File: src/rtl/sa_ram_rws_fifo_ctrl.sv
// ---------------------------------------------------------------------------
// sa_ram_rws_fifo_ctrl
//
// Flow-control wrapper that turns a registered-read-address dual-port RAM
// into a valid/ready FIFO. Producer writes go straight to the RAM write port.
// Reads are issued ahead of demand, and RAM read data lands in a 2-entry
// output buffer. This hides the one-cycle read latency and sustains one
// word per cycle in each direction.
//
// Ports:
//   clk, rstn              clock (rising edge), asynchronous active-low reset
//   wr_pvld/wr_prdy/wr_pd  producer valid/ready/data
//   rd_pvld/rd_prdy/rd_pd  consumer valid/ready/data (head of output buffer)
//   ram_we/ram_wa/ram_di   RAM write port
//   ram_re/ram_ra          RAM read-address capture enable / address
//   ram_dout               RAM read data, valid the cycle after ram_re
//   fifo_cnt               words held in RAM + in flight + output buffer
//   fifo_idle              high when fifo_cnt is zero
// ---------------------------------------------------------------------------
module sa_ram_rws_fifo_ctrl #(
    parameter int DW    = 256,
    parameter int AW    = 7,
    parameter int DEPTH = 128,
    parameter int CW    = 8
) (
    input  logic          clk,
    input  logic          rstn,
    input  logic          wr_pvld,
    output logic          wr_prdy,
    input  logic [DW-1:0] wr_pd,
    output logic          rd_pvld,
    input  logic          rd_prdy,
    output logic [DW-1:0] rd_pd,
    output logic          ram_we,
    output logic [AW-1:0] ram_wa,
    output logic [DW-1:0] ram_di,
    output logic          ram_re,
    output logic [AW-1:0] ram_ra,
    input  logic [DW-1:0] ram_dout,
    output logic [CW-1:0] fifo_cnt,
    output logic          fifo_idle
);

    localparam logic [AW:0]   DEPTH_C = (AW+1)'(DEPTH);
    localparam logic [AW-1:0] LAST_C  = AW'(DEPTH - 1);

    logic [AW-1:0] wr_ptr_q, wr_ptr_d;
    logic [AW-1:0] rd_ptr_q, rd_ptr_d;
    logic [AW:0]   ram_cnt_q, ram_cnt_d;
    logic          inflight_q;
    logic [1:0]    ob_cnt_q, ob_cnt_d;
    logic [DW-1:0] ob_head_q, ob_head_d;
    logic [DW-1:0] ob_tail_q, ob_tail_d;
    logic          wr_prdy_q;

    logic          accept;
    logic          pop;
    logic [2:0]    occupied;

    // Producer side: combinational pass-through to the RAM write port.
    assign wr_prdy = wr_prdy_q;
    assign accept  = wr_pvld & wr_prdy_q;
    assign ram_we  = accept;
    assign ram_wa  = wr_ptr_q;
    assign ram_di  = wr_pd;

    // Consumer side: the buffer head is a register, so rd_pd holds during stalls.
    assign rd_pvld = (ob_cnt_q != 2'd0);
    assign rd_pd   = ob_head_q;
    assign pop     = rd_pvld & rd_prdy;

    // Issue a read only if its data will have a buffer slot when it arrives:
    // slots taken (buffered + in flight) must be below 2 plus any slot freed
    // by a pop in this cycle.
    assign occupied = {1'b0, ob_cnt_q} + {2'b00, inflight_q};
    assign ram_re   = (ram_cnt_q != '0) && (occupied < (3'd2 + {2'b00, pop}));
    assign ram_ra   = rd_ptr_q;

    assign fifo_cnt  = CW'(ram_cnt_q) + CW'(inflight_q) + CW'(ob_cnt_q);
    assign fifo_idle = (fifo_cnt == '0);

    // NOTE: every always_comb output gets a default before any branch; a path
    // that leaves one unassigned would infer a latch.
    always_comb begin
        wr_ptr_d  = wr_ptr_q;
        rd_ptr_d  = rd_ptr_q;
        ram_cnt_d = ram_cnt_q;
        ob_cnt_d  = ob_cnt_q;
        ob_head_d = ob_head_q;
        ob_tail_d = ob_tail_q;

        if (accept) begin
            wr_ptr_d = (wr_ptr_q == LAST_C) ? '0 : wr_ptr_q + AW'(1);
        end
        if (ram_re) begin
            rd_ptr_d = (rd_ptr_q == LAST_C) ? '0 : rd_ptr_q + AW'(1);
        end

        case ({accept, ram_re})
            2'b10:   ram_cnt_d = ram_cnt_q + (AW+1)'(1);
            2'b01:   ram_cnt_d = ram_cnt_q - (AW+1)'(1);
            default: ram_cnt_d = ram_cnt_q;
        endcase

        // Output buffer: head/tail queue. The in-flight read always has a slot.
        case ({inflight_q, pop})
            2'b10: begin
                if (ob_cnt_q == 2'd0) ob_head_d = ram_dout;
                else                  ob_tail_d = ram_dout;
                ob_cnt_d = ob_cnt_q + 2'd1;
            end
            2'b01: begin
                ob_head_d = ob_tail_q;
                ob_cnt_d  = ob_cnt_q - 2'd1;
            end
            2'b11: begin
                if (ob_cnt_q == 2'd1) begin
                    ob_head_d = ram_dout;
                end else begin
                    ob_head_d = ob_tail_q;
                    ob_tail_d = ram_dout;
                end
            end
            default: ;
        endcase
    end

    // NOTE: state registers use non-blocking assignments, so every flop
    // samples the pre-edge values regardless of statement order.
    always_ff @(posedge clk or negedge rstn) begin
        if (!rstn) begin
            wr_ptr_q   <= '0;
            rd_ptr_q   <= '0;
            ram_cnt_q  <= '0;
            inflight_q <= 1'b0;
            ob_cnt_q   <= 2'd0;
            wr_prdy_q  <= 1'b0;
        end else begin
            wr_ptr_q   <= wr_ptr_d;
            rd_ptr_q   <= rd_ptr_d;
            ram_cnt_q  <= ram_cnt_d;
            inflight_q <= ram_re;
            ob_cnt_q   <= ob_cnt_d;
            // Based on the next count: a read issued while full does not
            // reopen the write side until the following cycle.
            wr_prdy_q  <= (ram_cnt_d < DEPTH_C);
        end
    end

    // NOTE: buffer data registers, like the RAM array, carry no reset; ob_cnt_q
    // alone marks which entries are meaningful.
    always_ff @(posedge clk) begin
        ob_head_q <= ob_head_d;
        ob_tail_q <= ob_tail_d;
    end

endmodule
File: config.mk
export PLATFORM = sky130hd
export DESIGN_NAME = sa_ram_rws_fifo_ctrl
export DESIGN_NICKNAME = d
export VERILOG_FILES = /design/src/rtl/sa_ram_rws_fifo_ctrl.sv
export SDC_FILE = /design/constraint.sdc
export NUM_CORES = 1
export LEC_CHECK = 0
export ABC_AREA = 1
export BUFFER_PORTS_ARGS = -buffer_cell sky130_fd_sc_hd__buf_2
export CAP_MARGIN = 20
export CORE_AREA = 3 3 406 408
export DETAILED_ROUTE_END_ITERATION = 16
export DIE_AREA = 0 0 409 411
export HOLD_SLACK_MARGIN = 0.02
export SLEW_MARGIN = 20
export SYNTH_ARGS = -nofsm -noshare
export SYNTH_HDL_FRONTEND = slang
export SYNTH_SLANG_ARGS = --single-unit
File: constraint.sdc
create_clock -name clk -period 24.5 [get_ports clk]
set_input_delay 4.9 -clock clk [delete_from_list [all_inputs] [get_ports clk]]
set_output_delay 4.9 -clock clk [all_outputs]
set_load 0.01 [all_outputs]
==> flow_summary.toml <==
[logic_synthesis]
syn_inst = 1900
ys_ff_latch = 538
synth_flop_cell = "edfxtp_1"
yosysUniqueCellTypes = 28
syn_nets = 2436
yosysSeqAreaShare_pct = 69.0
synthArstFlopShare_pct = 4.83
yosys.area.top_type = "edfxtp_1"
syn_avg_cell_area_um2 = 12.2
synth.top_cell.area_share_pct = 66.2
syn_area_mm2 = 0.0232
synth.area.top_cells = "edfxtp_1, o21ai_0, buf_4"
yosysWarnings = 0
synth_enable_flop_cells = 512

[floorplanning]
dieArea_mm2 = 0.168
coreArea_mm2 = 0.162
ioPinCount = 1055
start_util_pct = 14.3
die_h_um = 411
rows = 148
die_w_um = 409

[worst_setup_path]
cp_max_fo = 13
critical_path.startpoint_type = "input port"
cp-end-kind = "output pin"
worstPathRequired_ps = 19600
rr_worst_depth = 11
path_class = "input port to output pin"
r2r_slack_ps = 20240
arrival_ps = 6480

[sta]
rsz0062_at_grt = "no"
worst_pin_slew_ps = 1040
setup_viol = 0
tns_ps = 0
finClkSkew_ps = 17.1
maxSlewHeadroom_pct = 30.9
slew_violations = 0
final_hold_viol_count = 0
fin_crit_sh_pct = 46.4
fmax_mhz = 87.9
period_needed_ps = 11380

[grt]
grt_pass1_wl_um = 131000
grt_start_max_net_pins = 192
antenna_found_initial = 47
gr-total-overflow = 0
grt.total_usage_pct = 11.4
first_global_vias = 14000

[drt]
dr.pass1.iters = 5
viasPerCell = 3.39
drt-total-wl_um = 102000
wl_per_cell_um = 23.1
route.vias.total = 15000
ant_nets = 0
drc = 0
drtIter0Drc = 1455

[power]
fin_total_pwr_mw = 4.13
powerDensity_mw_per_mm2 = 145
power_leakage_nw = 11.2
irDropWorstVdd_mv = 0.100

[final_layout]
nets = 2709
fin_util_pct = 17.5
drive_gt1_share_pct = 29.4
area_delta_synth_final_pct = 22.3
layout_commonest_cell = "buf_2"
mostFrequentLayoutCells = "buf_2, edfxtp_1, o21ai_0"

[status]
outcome = "finished, final reports clean"

[clock_tree]
numCtsBuffers = 59
cts_tree = "done"
cts_num_sinks = 538
worstSkewPairLatency_ps = 640
cts_hold_buf = 0
htreeDepth = 2
cts_max_path_buffers = 3
cts_resized = 0
post-cts-setup-buffer-count = 0
root_buffer = "clkbuf_16"
clk_pin_slew_ps = 60

[hold_path]
hold_depth = 1
min_path_type = "flop to flop"

[placement]
place_congestion = 0.980
io_buffers = 542
hpwl_um = 82700

[run]
maxCapViolCount = 0
## per-stage QoR
| step | instance area (um2) | hold slack (ps) | worst slack [ps] | std cells |
|---|---|---|---|---|
| 4_1_cts | 28300 | 546 | 13040 | 4393 |
| 2_1_floorplan | 23200 | 496 | 4700 | 1900 |
| 6_report | 28400 | 544 | 13120 | 4414 |
| 3_5_place_dp | 26400 | 533 | 13030 | 4287 |
| 5_1_grt | 28400 | 559 | 12950 | 4403 |
| 3_3_place_gp | 26400 | 522 | 13110 | 4287 |
## layout make-up
class	count	area [um2]
Clock inverter	38	398
Fill cell	17800	134000
Multi-Input combinational cell	713	3690
Timing Repair Buffer	555	2850
Clock buffer	68	1510
Inverter	306	1150
Sequential cell	538	16000
Antenna cell	21	52.6
Tap cell	2175	2720
## worst max-delay path: stages
cell and delay (ps):
buf_2 190, nand2_2 130, o21ai_1 130, nand2_1 130, nor2_1 710, buf_2 270
## registers in the layout (all words and copies together), names as in the netlist, named ones only
name	flops
wr_prdy	1
ram_wa	7
ob_tail_q	256
ob_cnt_q	2
ram_ra	7
ram_cnt_q	7
inflight_q	1
rd_pd	256
## cells by family (layout without fill, tap and decap cells)
logic type / Yosys count / after routing / share of synthesized area (%)
AND/OR/NAND/NOR: 144 / 144 / 2.60
XOR/XNOR: 8 / 8 / 0.302
adder cells (fa/ha/maj): 20 / 20 / 1.18
flip-flops: 538 / 538 / 69.0
other: 0 / 21 / 0
AO/OA/AOI/OAI: 541 / 541 / 11.7
buffers and inverters: 649 / 967 / 15.2
## layer usage
metal  share of wire, %  track usage [%]
met3                 17             8.93
met4                4.1             4.26
met2                 53             21.1
met1                 26             8.61
met5               0.23                0
## power breakdown
part,switching (mW),internal (mW)
Clock,0.384,0.507
Sequential,0.143,1.66
Combinational,1.04,0.396
Total,1.57,2.56
## final timing paths
check                                   startpoint                  endpoint
setup / recovery                           rd_prdy                    ram_re
hold reg to reg            ob_cnt_q[0]$_DFFE_PN0P_   ob_cnt_q[0]$_DFFE_PN0P_
max in group asynchronous                     rstn   ob_cnt_q[1]$_DFFE_PN0P_
min in group asynchronous                     rstn  ram_cnt_q[4]$_DFFE_PN0P_
hold / removal             ob_cnt_q[0]$_DFFE_PN0P_   ob_cnt_q[0]$_DFFE_PN0P_
setup reg to reg           ob_cnt_q[1]$_DFFE_PN0P_  ob_tail_q[181]$_DFFE_PP_
## synth_stat cells (3+ instances only)
| master | count |
|---|---|
| edfxtp_1 | 512 |
| o21ai_0 | 459 |
| inv_1 | 304 |
| buf_4 | 262 |
| nand2_1 | 86 |
| o21ai_1 | 70 |
| buf_2 | 50 |
| dfrtp_1 | 26 |
| nand3_1 | 26 |
| clkbuf_2 | 24 |
| nor2_1 | 20 |
| ha_1 | 17 |
| a21oi_1 | 9 |
| clkbuf_1 | 6 |
| xor2_1 | 5 |
| nand4_1 | 4 |
| fa_1 | 3 |
| xnor2_1 | 3 |
Power figures use the tool's default switching activity.
